File: config.mk
export PLATFORM = sky130hd
export DESIGN_NAME = kamacore_writeback_stage
export DESIGN_NICKNAME = d
export VERILOG_FILES = /design/src/rtl/kamacore_writeback_stage.sv
export SDC_FILE = /design/constraint.sdc
export NUM_CORES = 1
export LEC_CHECK = 0
export CAP_MARGIN = 40
export CORE_MARGIN = 2
export CORE_UTILIZATION = 45
export CTS_CLUSTER_SIZE = 30
export DETAILED_ROUTE_END_ITERATION = 8
export GPL_ROUTABILITY_DRIVEN = 0
export PLACE_DENSITY = 0.88
export SLEW_MARGIN = 20
export SYNTH_ARGS = -nofsm -noshare
export SYNTH_HDL_FRONTEND = slang
export SYNTH_SLANG_ARGS = --single-unit
File: constraint.sdc
create_clock -name i_clk -period 2.2 [get_ports i_clk]
set_input_delay 0.33 -clock i_clk [delete_from_list [all_inputs] [get_ports i_clk]]
set_output_delay 0.33 -clock i_clk [all_outputs]
set_load 0.05 [all_outputs]
File: src/rtl/kamacore_writeback_stage.sv
// ---------------------------------------------------------------------------
// kamacore_writeback_stage
//
// Memory/writeback stage sitting between execute and the register file write
// port. One retired operation is accepted per ex_valid/ex_ready handshake.
// ALU results go straight to the (registered) write port. Loads and stores
// are sequenced over a simple request/response data-memory interface; load
// data is lane-aligned and sign/zero-extended before writeback.
//
// Ports:
//   i_clk, i_rst_n            clock (rising edge), async active-low reset
//   i_ex_*, o_ex_ready        operation handshake from execute
//   o_mem_req_*, i_mem_req_ready
//                             data-memory request (held stable until ready)
//   i_mem_rsp_valid/data      load response, only honoured while waiting
//   o_destination_we/a/data   registered register-file write port
//   o_misaligned_err          one-cycle pulse for a rejected access
// ---------------------------------------------------------------------------
module kamacore_writeback_stage #(
  parameter int CPU_WIDTH      = 32,
  parameter int REG_ADDR_WIDTH = 5
) (
  input  logic                      i_clk,
  input  logic                      i_rst_n,
  input  logic                      i_ex_valid,
  output logic                      o_ex_ready,
  input  logic [CPU_WIDTH-1:0]      i_ex_result,
  input  logic [REG_ADDR_WIDTH-1:0] i_ex_rd_a,
  input  logic                      i_ex_rd_we,
  input  logic                      i_ex_is_load,
  input  logic                      i_ex_is_store,
  input  logic [1:0]                i_ex_mem_size,
  input  logic                      i_ex_mem_unsigned,
  input  logic [CPU_WIDTH-1:0]      i_ex_store_data,
  output logic                      o_mem_req_valid,
  input  logic                      i_mem_req_ready,
  output logic                      o_mem_req_we,
  output logic [CPU_WIDTH-1:0]      o_mem_req_addr,
  output logic [CPU_WIDTH-1:0]      o_mem_req_wdata,
  output logic [3:0]                o_mem_req_be,
  input  logic                      i_mem_rsp_valid,
  input  logic [CPU_WIDTH-1:0]      i_mem_rsp_data,
  output logic                      o_destination_we,
  output logic [REG_ADDR_WIDTH-1:0] o_destination_a,
  output logic [CPU_WIDTH-1:0]      o_destination_data,
  output logic                      o_misaligned_err
);

  typedef enum logic [1:0] {
    ST_IDLE = 2'd0,
    ST_REQ  = 2'd1,
    ST_WAIT = 2'd2
  } state_t;

  state_t r_state;
  state_t w_next_state;

  // Latched memory-operation context
  logic [CPU_WIDTH-1:0]      r_req_addr;
  logic [CPU_WIDTH-1:0]      r_req_wdata;
  logic [3:0]                r_req_be;
  logic                      r_req_we;
  logic [1:0]                r_addr_lo;
  logic [1:0]                r_size;
  logic                      r_unsigned;
  logic [REG_ADDR_WIDTH-1:0] r_rd;
  logic                      r_rd_we;

  // Registered outputs
  logic                      r_dest_we;
  logic [REG_ADDR_WIDTH-1:0] r_dest_a;
  logic [CPU_WIDTH-1:0]      r_dest_data;
  logic                      r_err;

  logic                      w_accept;
  logic                      w_is_mem;
  logic                      w_misaligned;
  logic [3:0]                w_store_be;
  logic [CPU_WIDTH-1:0]      w_store_wdata;
  logic [CPU_WIDTH-1:0]      w_shifted;
  logic [CPU_WIDTH-1:0]      w_load_data;

  // ex_ready is gated by reset so the stage never advertises acceptance
  // while reset is asserted, even though the state register reads IDLE.
  assign o_ex_ready   = (r_state == ST_IDLE) && i_rst_n;
  assign w_accept     = i_ex_valid && o_ex_ready;
  assign w_is_mem     = i_ex_is_load || i_ex_is_store;
  assign w_misaligned = (i_ex_mem_size == 2'd3) ||
                        ((i_ex_mem_size == 2'd1) && i_ex_result[0]) ||
                        ((i_ex_mem_size == 2'd2) && (i_ex_result[1:0] != 2'b00));

  // Store lane enables and lane replication, so memory can pick the byte
  // lanes selected by the enables without any further shifting.
  always_comb begin
    w_store_be    = 4'b1111;
    w_store_wdata = i_ex_store_data;
    case (i_ex_mem_size)
      2'd0: begin
        w_store_be    = 4'b0001 << i_ex_result[1:0];
        w_store_wdata = {4{i_ex_store_data[7:0]}};
      end
      2'd1: begin
        w_store_be    = 4'b0011 << i_ex_result[1:0];
        w_store_wdata = {2{i_ex_store_data[15:0]}};
      end
      default: begin
        w_store_be    = 4'b1111;
        w_store_wdata = i_ex_store_data;
      end
    endcase
  end

  // Bring the addressed lane down to bit 0, then extend to full width.
  assign w_shifted = i_mem_rsp_data >> {r_addr_lo, 3'b000};

  always_comb begin
    w_load_data = w_shifted;
    case (r_size)
      2'd0: w_load_data = r_unsigned ? {{(CPU_WIDTH-8){1'b0}}, w_shifted[7:0]}
                                     : {{(CPU_WIDTH-8){w_shifted[7]}}, w_shifted[7:0]};
      2'd1: w_load_data = r_unsigned ? {{(CPU_WIDTH-16){1'b0}}, w_shifted[15:0]}
                                     : {{(CPU_WIDTH-16){w_shifted[15]}}, w_shifted[15:0]};
      default: w_load_data = w_shifted;
    endcase
  end

  always_ff @(posedge i_clk or negedge i_rst_n) begin
    if (!i_rst_n) begin
      r_state <= ST_IDLE;
    end else begin
      r_state <= w_next_state;
    end
  end

  // Stores are posted, so they return to IDLE straight from REQ.
  always_comb begin
    w_next_state = r_state;
    case (r_state)
      ST_IDLE: begin
        if (w_accept && w_is_mem && !w_misaligned) begin
          w_next_state = ST_REQ;
        end
      end
      ST_REQ: begin
        if (i_mem_req_ready) begin
          w_next_state = r_req_we ? ST_IDLE : ST_WAIT;
        end
      end
      ST_WAIT: begin
        if (i_mem_rsp_valid) begin
          w_next_state = ST_IDLE;
        end
      end
      default: w_next_state = ST_IDLE;
    endcase
  end

  // Datapath: capture operation context at accept and produce the
  // registered write/error pulses. destination_a/data only change when a
  // write actually happens, so they hold their last value otherwise.
  always_ff @(posedge i_clk or negedge i_rst_n) begin
    if (!i_rst_n) begin
      r_req_addr  <= '0;
      r_req_wdata <= '0;
      r_req_be    <= '0;
      r_req_we    <= 1'b0;
      r_addr_lo   <= '0;
      r_size      <= '0;
      r_unsigned  <= 1'b0;
      r_rd        <= '0;
      r_rd_we     <= 1'b0;
      r_dest_we   <= 1'b0;
      r_dest_a    <= '0;
      r_dest_data <= '0;
      r_err       <= 1'b0;
    end else begin
      r_dest_we <= 1'b0;
      r_err     <= 1'b0;
      if ((r_state == ST_IDLE) && w_accept) begin
        if (!w_is_mem) begin
          if (i_ex_rd_we && (i_ex_rd_a != '0)) begin
            r_dest_we   <= 1'b1;
            r_dest_a    <= i_ex_rd_a;
            r_dest_data <= i_ex_result;
          end
        end else if (w_misaligned) begin
          r_err <= 1'b1;
        end else begin
          r_req_addr  <= {i_ex_result[CPU_WIDTH-1:2], 2'b00};
          r_addr_lo   <= i_ex_result[1:0];
          r_req_we    <= !i_ex_is_load;
          r_req_be    <= i_ex_is_load ? 4'b0000 : w_store_be;
          r_req_wdata <= i_ex_is_load ? '0 : w_store_wdata;
          r_size      <= i_ex_mem_size;
          r_unsigned  <= i_ex_mem_unsigned;
          r_rd        <= i_ex_rd_a;
          r_rd_we     <= i_ex_rd_we;
        end
      end
      if ((r_state == ST_WAIT) && i_mem_rsp_valid && r_rd_we && (r_rd != '0)) begin
        r_dest_we   <= 1'b1;
        r_dest_a    <= r_rd;
        r_dest_data <= w_load_data;
      end
    end
  end

  assign o_mem_req_valid    = (r_state == ST_REQ);
  assign o_mem_req_we       = r_req_we;
  assign o_mem_req_addr     = r_req_addr;
  assign o_mem_req_wdata    = r_req_wdata;
  assign o_mem_req_be       = r_req_be;
  assign o_destination_we   = r_dest_we;
  assign o_destination_a    = r_dest_a;
  assign o_destination_data = r_dest_data;
  assign o_misaligned_err   = r_err;

endmodule
Word-level counts from Yosys, hierarchy flattened
Cells that the tools add are included.
{"block": "word_totals", "ff_bits": 119, "input_bits": 112}
{"block": "op_classes", "eq_ne": 10, "n_shift": 3, "mux": 27, "bitwise": 1, "reduce_logical": 27}
{"operator": "2-to-1 mux 32 bit", "count": 7}
{"operator": "case mux 32 bit (2 select lines)", "count": 2}
{"operator": "right shift 32 x 5 -> 32 bit", "count": 1}
{"operator": "2-to-1 mux 5 bit", "count": 4}
{"operator": "logical AND 1 bit", "count": 11}
{"operator": "nonzero test 5 bit", "count": 2}
{"operator": "AND reduction 3 bit", "count": 3}
{"operator": "2-to-1 mux 2 bit", "count": 4}
{"operator": "case mux 4 bit (2 select lines)", "count": 1}
{"operator": "2-to-1 mux 1 bit", "count": 7}
{"operator": "== test 2 x 1 -> 1 bit, second input constant", "count": 3}
{"operator": "== test 2 bit, second input constant", "count": 3}
{"operator": "logical NOT 2 bit", "count": 3}
{"operator": "inequality test 2 x 1 -> 1 bit, second input constant", "count": 3}
{"operator": "case mux 2 bit (3 select lines)", "count": 1}
{"operator": "nonzero test 2 bit", "count": 3}
{"operator": "2-to-1 mux 4 bit", "count": 1}
{"operator": "left shift 1 x 2 -> 4 bit, first input constant", "count": 1}
{"operator": "left shift 2 x 2 -> 4 bit, first input constant", "count": 1}
{"operator": "logical OR 1 bit", "count": 3}
{"operator": "logical NOT 1 bit", "count": 2}
{"operator": "inequality test 2 bit, second input constant", "count": 1}
{"operator": "inverter 1 bit", "count": 1}

Depth between registers and ports, before layout
{"block": "depth", "word_depth": 8, "mapped_depth": 7, "mapped_depth_nobuf": 4}

Worst setup path after synthesis
No wires, ideal clock.
{"block": "synth_path", "path_type": "register to output", "startpoint": "register r_state[0]", "endpoint": "output o_ex_ready", "arrival_ps": 1565, "required_time_ps": 1870, "setup_slack_ps": 305, "stages_incl_launch_ff": 2, "path_buffers": 0, "path_cell_list": "dfrtp_1 > nor3b_1"}
{"block": "synth_between", "elab_chain_cells": 2}
{"item": "start, declared", "line": "55", "source": "state_t r_state;"}
{"item": "start signal, assigned", "line": "131", "source": "r_state <= w_next_state;"}
{"item": "logical NOT 2 bit", "line": "85", "source": "assign o_ex_ready = (r_state == ST_IDLE) && i_rst_n;"}
{"item": "logical AND 1 bit", "line": "85"}
{"item": "end, declared", "line": "26", "source": "output logic o_ex_ready,"}
Every way passes these cells.

Worst setup path in the final report
{"block": "layout_path", "startpoint": "register r_req_wdata[15] (netlist: o_mem_req_wdata[15])", "endpoint": "output o_mem_req_wdata[15]"}
{"item": "start, declared", "line": "60", "source": "logic [CPU_WIDTH-1:0] r_req_wdata;"}
{"item": "start signal, assigned", "line": "193", "source": "r_req_wdata <= i_ex_is_load ? '0 : w_store_wdata;"}
{"item": "end, declared", "line": "39", "source": "output logic [CPU_WIDTH-1:0] o_mem_req_wdata,"}
No word-level cell between the ends.

==> impl_metrics.json <==
{
  "p_leak_nw": 3.87,
  "coreArea_sq_um": 13300,
  "reg2regPathDepth": 5,
  "overflow": 0,
  "synth_cell_type_count": 43,
  "maxCapViolCount": 0,
  "wirelength_um": 20100,
  "hold_class": "primary input to async pin",
  "worstPathCellList": "clkdlybuf4s50_1",
  "cts-buffers-inserted": 17,
  "cts_tree": "built",
  "cp_max_fo": 2,
  "synth_cells": 582,
  "yosys.cell_count.top_type": "dfrtp_1",
  "clkTransAtPathRegs_ps": 60,
  "p_total_w": 0.0121,
  "first_pass_iters": 5,
  "cp_top_family": "buffers and inverters",
  "place_hpwl_um": 14100,
  "crit_required_ps": 1870,
  "ir_drop_mv": 0.643,
  "dieArea_sq_um": 14700,
  "p_per_area_nw_per_um2": 1310,
  "critical_path_depth": 1,
  "syn_area_sq_um": 6170,
  "final_area_sq_um": 9240,
  "yosys.area.top_type_share_pct": 48.3,
  "post_cts_buffers": 0,
  "ys_async_sr_fraction_pct": 100,
  "syn_avg_cell_area_sq_um": 10.6,
  "seq_area_frac_synth_pct": 48.3,
  "maxSlewHeadroom_pct": 54.6,
  "drive_above_1_share_pct": 20.0,
  "drt-initial-drc-count": 686,
  "grt_pass1_wl_um": 30900,
  "io_pins": 222,
  "fin_nets": 907,
  "die_y_um": 121,
  "crit_buf_inv": 1,
  "drtAntennaViolNets": 0,
  "antenna_found_initial": 0,
  "ys_ff_latch": 119,
  "num_vias": 5695,
  "ctsRootBufferMaster": "clkbuf_16",
  "grt_usage_pct": 27.6,
  "slew_viol_final": 0,
  "port_buffers": 219,
  "hold_buffers": 0,
  "via_per_inst": 5.79,
  "worst_hold_slack_ps": 24.9,
  "remaining_drc_errors": 0,
  "arrival_ps": 1630,
  "row_count": 42,
  "htreeDepth": 4,
  "path_class": "flop to output port",
  "setup_viol": 0,
  "finalCriticalPeriod_ps": 1960,
  "insertion_delay_ps": 420,
  "die_x_um": 121,
  "synth_common_cells": "dfrtp_1, mux2_2, nand2_1",
  "rsz0062_at_grt": "false",
  "yosysTopAreaCell": "dfrtp_1",
  "synth_edf_count": 0,
  "num_antenna_cells": 0,
  "slowest_stage": "clkdlybuf4s50_1",
  "cts_buffer_depth": 2,
  "grt_pass1_vias": 5785,
  "critPathCaptureType": "output port",
  "fmax_ghz": 0.510,
  "clock_sinks": 119,
  "hold_viol": 0,
  "worst_pin_slew_ps": 681,
  "fin_crit_sh_pct": 89.2,
  "grt_max_degree": 120,
  "place_area_sq_um": 8610,
  "status": "finished clean",
  "cp-start-kind": "flop",
  "synthTopCellsByArea": "dfrtp_1, mux2_2, a21oi_1, o21ai_0, nand2_1",
  "wl_per_cell_um": 20.4,
  "fin_setup_tns_ps": 0,
  "cpPeakStageDelay_ps": 850,
  "synth_warnings": 0,
  "ys.flop_type": "dfrtp_1",
  "area_delta_synth_final_pct": 49.8,
  "skew_ps": 8.86,
  "initial_core_util_pct": 46.4
}
==> sequential cells by signal, indices dropped and copies added, names as in the netlist, 2 cells and up <==
| name | cells |
|---|---|
| r_size | 2 |
| o_mem_req_addr | 30 |
| o_destination_data | 32 |
| r_state | 2 |
| o_destination_a | 5 |
| o_mem_req_be | 4 |
| r_addr_lo | 2 |
| o_mem_req_wdata | 32 |
| r_rd | 5 |
==> final cells by class <==
| type | instances | area (sq um) |
|---|---|---|
| clock inverter | 7 | 115 |
| multi-input combinational | 408 | 2940 |
| fill | 919 | 4060 |
| inverter | 5 | 18.8 |
| sequential | 119 | 2980 |
| clock buffer | 25 | 505 |
| timing repair buffer | 244 | 2460 |
| tap | 176 | 220 |
==> worst paths after layout <==
| check | from | endpoint | slack (ps) |
|---|---|---|---|
| setup / recovery | o_mem_req_wdata[15] | o_mem_req_wdata[15] | 240 |
| min in group i_clk | o_mem_req_wdata[7] | o_mem_req_wdata[7] | 500 |
| setup reg to reg | r_rd[1] | o_destination_a[2] | 250 |
| hold reg to reg | o_mem_req_wdata[7] | o_mem_req_wdata[7] | 500 |
| max in group asynchronous | i_rst_n | o_destination_a[3] | 1630 |
| hold / removal | i_rst_n | o_mem_req_be[1] | 20 |
==> where the power goes <==
| group | leakage, nW | internal (W) | switching, W | total, W |
|---|---|---|---|---|
| Sequential | 1.47 | 0.00293 | 0.000466 | 0.00340 |
| Combinational | 2.10 | 0.00210 | 0.00368 | 0.00578 |
| Clock | 0.299 | 0.00193 | 0.000981 | 0.00291 |
| Total | 3.87 | 0.00697 | 0.00512 | 0.0121 |
==> through the flow <==
stage	worst slack, ps	utilization (%)	instances
after CTS	8.77	69.4	983
final	237	69.5	984
after detailed placement	99.2	64.7	951
after global placement	182	64.7	951
after floorplan	305	-	583
after global routing	136	69.5	984
==> cells in the final DEF (no fill, tap or decap), types with 3 or more instances in the layout <==
cell             count
nand3_1             21
o21ai_0             47
clkbuf_1             3
nand2_1             53
bufinv_16            3
dfrtp_1            119
a21oi_1             49
a31oi_1             18
clkdlybuf4s50_1    216
clkbuf_16           17
inv_1                5
mux2i_1             18
o211ai_1             7
mux2_2              96
a32oi_1             16
clkbuf_8             5
nor3b_1              3
a211o_1              7
buf_4               20
nand3b_1             7
buf_12               7
nor2_1              19
nor2b_1             18
==> per-layer routing <==
metal	GRT usage, %	wire length [um]	up-vias
li1	-	-	2548
met1	31.7	7540	2788
met2	47.0	9950	311
met3	9.63	1990	48
met4	10.8	609	0
met5	0	0	-
==> cells by family after synthesis <==
kind of cell / after synthesis / synth area share, %
compound gates: 157 / 15.9
simple gates: 133 / 10.7
flops: 119 / 48.3
mux: 114 / 20.5
buf+inv: 57 / 4.44
xor+xnor: 1 / 0.142
other cells: 1 / 0.0608
==> what timing repair did <==
item / 4_1_cts / 5_1_grt
setup endpoints to repair: 0 / 2
hold endpoints to repair: 0 / 0
gates resized for setup: 0 / 1
(Power assumes the default switching activity.)
==> variant 1: new RTL, config.mk and constraints unchanged <==
Change the parameter `REG_ADDR_WIDTH` from 5 to 3.
--- a/src/rtl/kamacore_writeback_stage.sv
+++ b/src/rtl/kamacore_writeback_stage.sv
@@ -19,5 +19,5 @@
 module kamacore_writeback_stage #(
   parameter int CPU_WIDTH      = 32,
-  parameter int REG_ADDR_WIDTH = 5
+  parameter int REG_ADDR_WIDTH = 3
 ) (
   input  logic                      i_clk,
Interface: changed (resized i_ex_rd_a and o_destination_a); port bits go from 222 to 218. The function was not compared with the original's and may differ.
==> variant 1 against the original RTL <==
Area after synthesis down 3.9%; count of clock-buffer cells in the layout down 3; cell area down 2.2%; critical path type unchanged; sequential cell count down 4; power up 0.61%; setup slack worse by 0.0029 ns; routed wire length down 0.94%; first-iteration DRC count down 20%.
==> variant 1: results (changes against the original RTL) <==
Cell Area, Placed 0.00833 mm2 (-3.2%); routing usage on met1 33.7% (+2.0 points); clk root buf clkbuf_16; largest net degree at the start of global routing 116 (-3.3%); dpl hpwl 14000 um (-0.66%); status completed; Syn Inst Count 539 (-7.4%); Worst slew margin 51.4% (-3.2 points); met2 usage 47.1% (+0.11 points); Crit. Startpoint o_mem_req_wdata[13]$_DFFE_PN0P_; vias in the first global route 5633 (-2.6%); Setup WS pre-CTS 0.0673 ns (-0.0318 ns); reg2reg end o_destination_data[10]$_DFFE_PN0P_; synth unique cells 42 (-2.3%); Worst VDD drop 0.863 mV (+34%); Worst-Skew Late Latency 0.42 ns (about the same); flop-to-flop setup slack 0.29 ns (+0.04 ns); Clock Skew 0.00895 ns (+0.0000940 ns); top cells by area, synth dfrtp_1 (49%), mux2_2 (14%), mux2_4 (7.1%), mux2i_1 (4.2%), nand2_1 (4.1%); initial antenna violation count 1 (+1); GR Util All Layers 28.6% (+0.97 points); dpl cells 906 (-4.7%); Vias/cell 5.79 (about the same); WL/cell 21.2 um (+3.9%); first-pass GRT wire length 31300 um (+1.2%); reg2reg start r_addr_lo[1]$_DFFE_PN0P_; top post-synthesis cells by count dfrtp_1 (115), mux2_2 (72), nand2_1 (65); worst r2r path cells 4 (-1); register area share after synthesis 48.5% (+0.26 points); routed wire length 19900 um (-0.94%); Initial DRC Count 548 (-20%); antenna cells 0 (unchanged); I/O Buffers 215 (-1.8%); post-layout net count 863 (-4.9%); share of layout cells above drive strength 1 21.0% (+0.97 points); Crit path largest cell delay 0.83 ns (-0.02 ns); post-cts gate resize count 1 (+1); Internal 7.23 mW (+3.8%); leak pwr 3.98 nW (+3.0%)
-- variant 1: power by group through the flow --
stage                     clock network [mW]  logic (mW)  registers [mW]
after global routing                    3.42        5.78            3.39
after floorplan                            0        1.31            5.48
final                                   3.28        5.58            3.31
after detailed placement                   0        5.53            3.32
after global placement                     0        5.42            3.27
after CTS                               3.31        5.58            3.30
-- variant 1: worst max-delay path by stage --
stage	slack, ns	to
floorplan	0.31	o_ex_ready
global placement	0.13	o_mem_req_wdata[27]$_DFFE_PN0P_
detailed placement	0.07	o_destination_data[18]$_DFFE_PN0P_
CTS	0.21	o_mem_req_wdata[13]
global route	0.19	o_mem_req_wdata[13]
finish	0.23	o_mem_req_wdata[13]
-- variant 1: cells by family (layout without fill, tap and decap cells) --
group / after synthesis / in the layout / synth area share, %
other: 1 / 2 / 0.0633
muxes: 125 / 125 / 25.0
DFF: 115 / 115 / 48.5
AOI/OAI and AO/OA: 84 / 84 / 9.43
and+or+nand+nor: 166 / 166 / 12.8
buffers and inverters: 48 / 274 / 4.20
-- variant 1: stage by stage --
stage,total power [mW],hold WS (ns)
after floorplan,6.79,0.0344
after global placement,8.69,0.489
after detailed placement,8.85,0.492
after CTS,12.2,0.0872
after global routing,12.6,0.115
final,12.2,0.0707
-- variant 1: final cells by class --
type	instances	area, um2
tap	172	215
sequential	115	2880
clock buffer	22	474
inverter	4	15.0
multi-input combinational	377	2820
fill	860	3690
clock inverter	10	225
timing repair buffer	238	2410
-- variant 1: metal layers --
metal  wire (um)  up-vias  part of all wire [%]
li1            -     2338                     -
met1        7650     2650                    38
met2        9470      370                    48
met3        1970       72                   9.9
met4         803        0                   4.0
met5           0        -                     0
==> variant 2: new RTL, config.mk and constraints unchanged <==
Without the edit above. Encoding of `state_t`: now one-hot (3 bits for 3 states).
--- a/src/rtl/kamacore_writeback_stage.sv
+++ b/src/rtl/kamacore_writeback_stage.sv
@@ -47,8 +47,8 @@
 );
 
-  typedef enum logic [1:0] {
-    ST_IDLE = 2'd0,
-    ST_REQ  = 2'd1,
-    ST_WAIT = 2'd2
+  typedef enum logic [2:0] {
+    ST_IDLE = 3'b001,
+    ST_REQ  = 3'b010,
+    ST_WAIT = 3'b100
   } state_t;
 
Formal check against the unedited RTL: no difference found for any inputs over 4 cycles, from zero or initial values and one cycle with i_rst_n low; so few cycles prove little.
==> variant 2 against the original RTL <==
Sequential cell count increased by 1; area after synthesis down 6.0%; cell area decreased by 1.2%; routed wire length increased by 1.8%; setup slack lost 0.17 ns; global-route usage rose by 2.6 points; count of clock-buffer cells in the layout decreased by 3; fmax fell by 7.9%; sequential power decreased by 11%; non-clock buffer count grew 17; sequential share of layout area grew 0.67 points; die area decreased by 5.8%; register-to-register slack got worse by 0.18 ns; power decreased by 16%; largest power group unchanged.
==> variant 2: results (changes against the original RTL) <==
status completed; Seq group 3.01 mW (-11%); fillers 903 (-1.7%); share of layout cells above drive strength 1 12.2% (-7.9 points); WP data arrival 2.43 ns (+0.80 ns); vias in the first global route 5863 (+1.3%); clk root buf clkbuf_16; Reg clk slew, reported paths approximately 0.050 ns; dpl hpwl 14400 um (+2.2%); Vias/cell 5.61 (-3.0%); Hold Crit Class in2async; Worst Setup EP o_destination_data[3]$_DFFE_PN0P_; Clock Skew 0.00433 ns (-0.00452 ns); post-layout net count 960 (+5.8%); post-cts gate resize count 0 (unchanged); P_comb 3.90 mW (-33%); flop-to-flop setup slack 0.07 ns (-0.18 ns); I/O Buffers 219 (unchanged); final setup vio count 0 (unchanged); Worst-Skew Late Latency 0.42 ns (about the same); top cells by area, synth dfrtp_1 (51%), nand2_1 (11%), mux2i_1 (6.9%), o21ai_0 (3.1%), a21oi_1 (2.9%); register area share after synthesis 51.8% (+3.5 points); Switching Fraction 37.9% (-4.5 points); Ys Warns 0 (unchanged); routed wire length 20500 um (+1.8%); top post-synthesis cells by count nand2_1 (166), dfrtp_1 (119), nor2_1 (42); leak pwr 4.12 nW (+6.3%); initial antenna violation count 0 (unchanged); largest net degree at the start of global routing 54 (-55%); post-CTS setup buffers 1 (+1); first drt pass iteration count 7 (+2); synth unique cells 43 (unchanged); worst r2r path cells 7 (+2); GR Util All Layers 30.2% (+2.6 points); Async S/R FF share, synth 100% (unchanged); CTS Buffer Depth 2 (unchanged); switching power 3.86 mW (-25%); top_reg_cell synth dfrtp_1; Num CTS Buffers 17 (unchanged); Initial DRC Count 420 (-39%); CP Max Fanout 11 (+9); H-tree Lvls 4 (unchanged); Worst slew margin 54.9% (+0.28 points); first-pass GRT wire length 32200 um (+4.4%); Crit. Startpoint r_state[0]$_DFFE_PN1P_; antenna cells 0 (unchanged); hold slack 0.0840 ns (+0.0592 ns); Worst VDD drop 0.572 mV (-11%)
variant 2: cell types whose count changed in the layout (fill, tap and decap cells not counted), sizes merged, moves of 20 or more:
| cell | change |
|---|---|
| o22ai | +20 |
| mux2 | -87 |
| nand2 | +113 |
| mux2i | +22 |
| nor2 | +24 |
variant 2: through the flow:
step | setup WS, ns | area (um2) | std cells | utilization (%)
detailed placement | -0.329 | 8420 | 1000 | 66.7
CTS | 0.0572 | 9120 | 1033 | 72.3
global placement | -0.457 | 8380 | 997 | 66.4
finish | 0.0701 | 9130 | 1033 | 72.3
floorplan | 0.0817 | 5800 | 613 | -
global route | 0.00455 | 9130 | 1033 | 72.3
variant 2: cell families (layout without fill, tap and decap cells):
kind of cell / count (synthesis) / count (layout) / synth area share (%)
flip-flops: 120 / 120 / 51.8
AO/OA/AOI/OAI: 136 / 136 / 16.2
multiplexers: 49 / 49 / 8.66
buffers and inverters: 51 / 299 / 3.97
other: 1 / 2 / 0.0647
AND/OR/NAND/NOR: 255 / 255 / 19.3
variant 2: layout make-up:
class / instances / area, um2 / share of cell area [%]
flip-flops and latches: 120 / 3000 / 32.9
multi-input cells: 442 / 2580 / 28.3
clock buffers: 22 / 484 / 5.30
clock inverters: 10 / 213 / 2.33
well taps: 172 / 215 / 2.36
inverters: 6 / 22.5 / 0.247
repair buffers: 261 / 2610 / 28.6
variant 2: worst max-delay path, stage by stage, from the launching register on:
cell      delay (ns)
dfstp_2         0.53
and4bb_4        0.27
nand3b_4        0.10
or4b_1          0.54
buf_12          0.19
buf_4           0.16
o22ai_2         0.14
nor2_1          0.07
variant 2: layer usage:
metal	global-route usage, %	part of all wire, %
met1	34.9	38
met2	50.7	49
met3	9.11	8.5
met4	15.6	4.2
met5	0	0
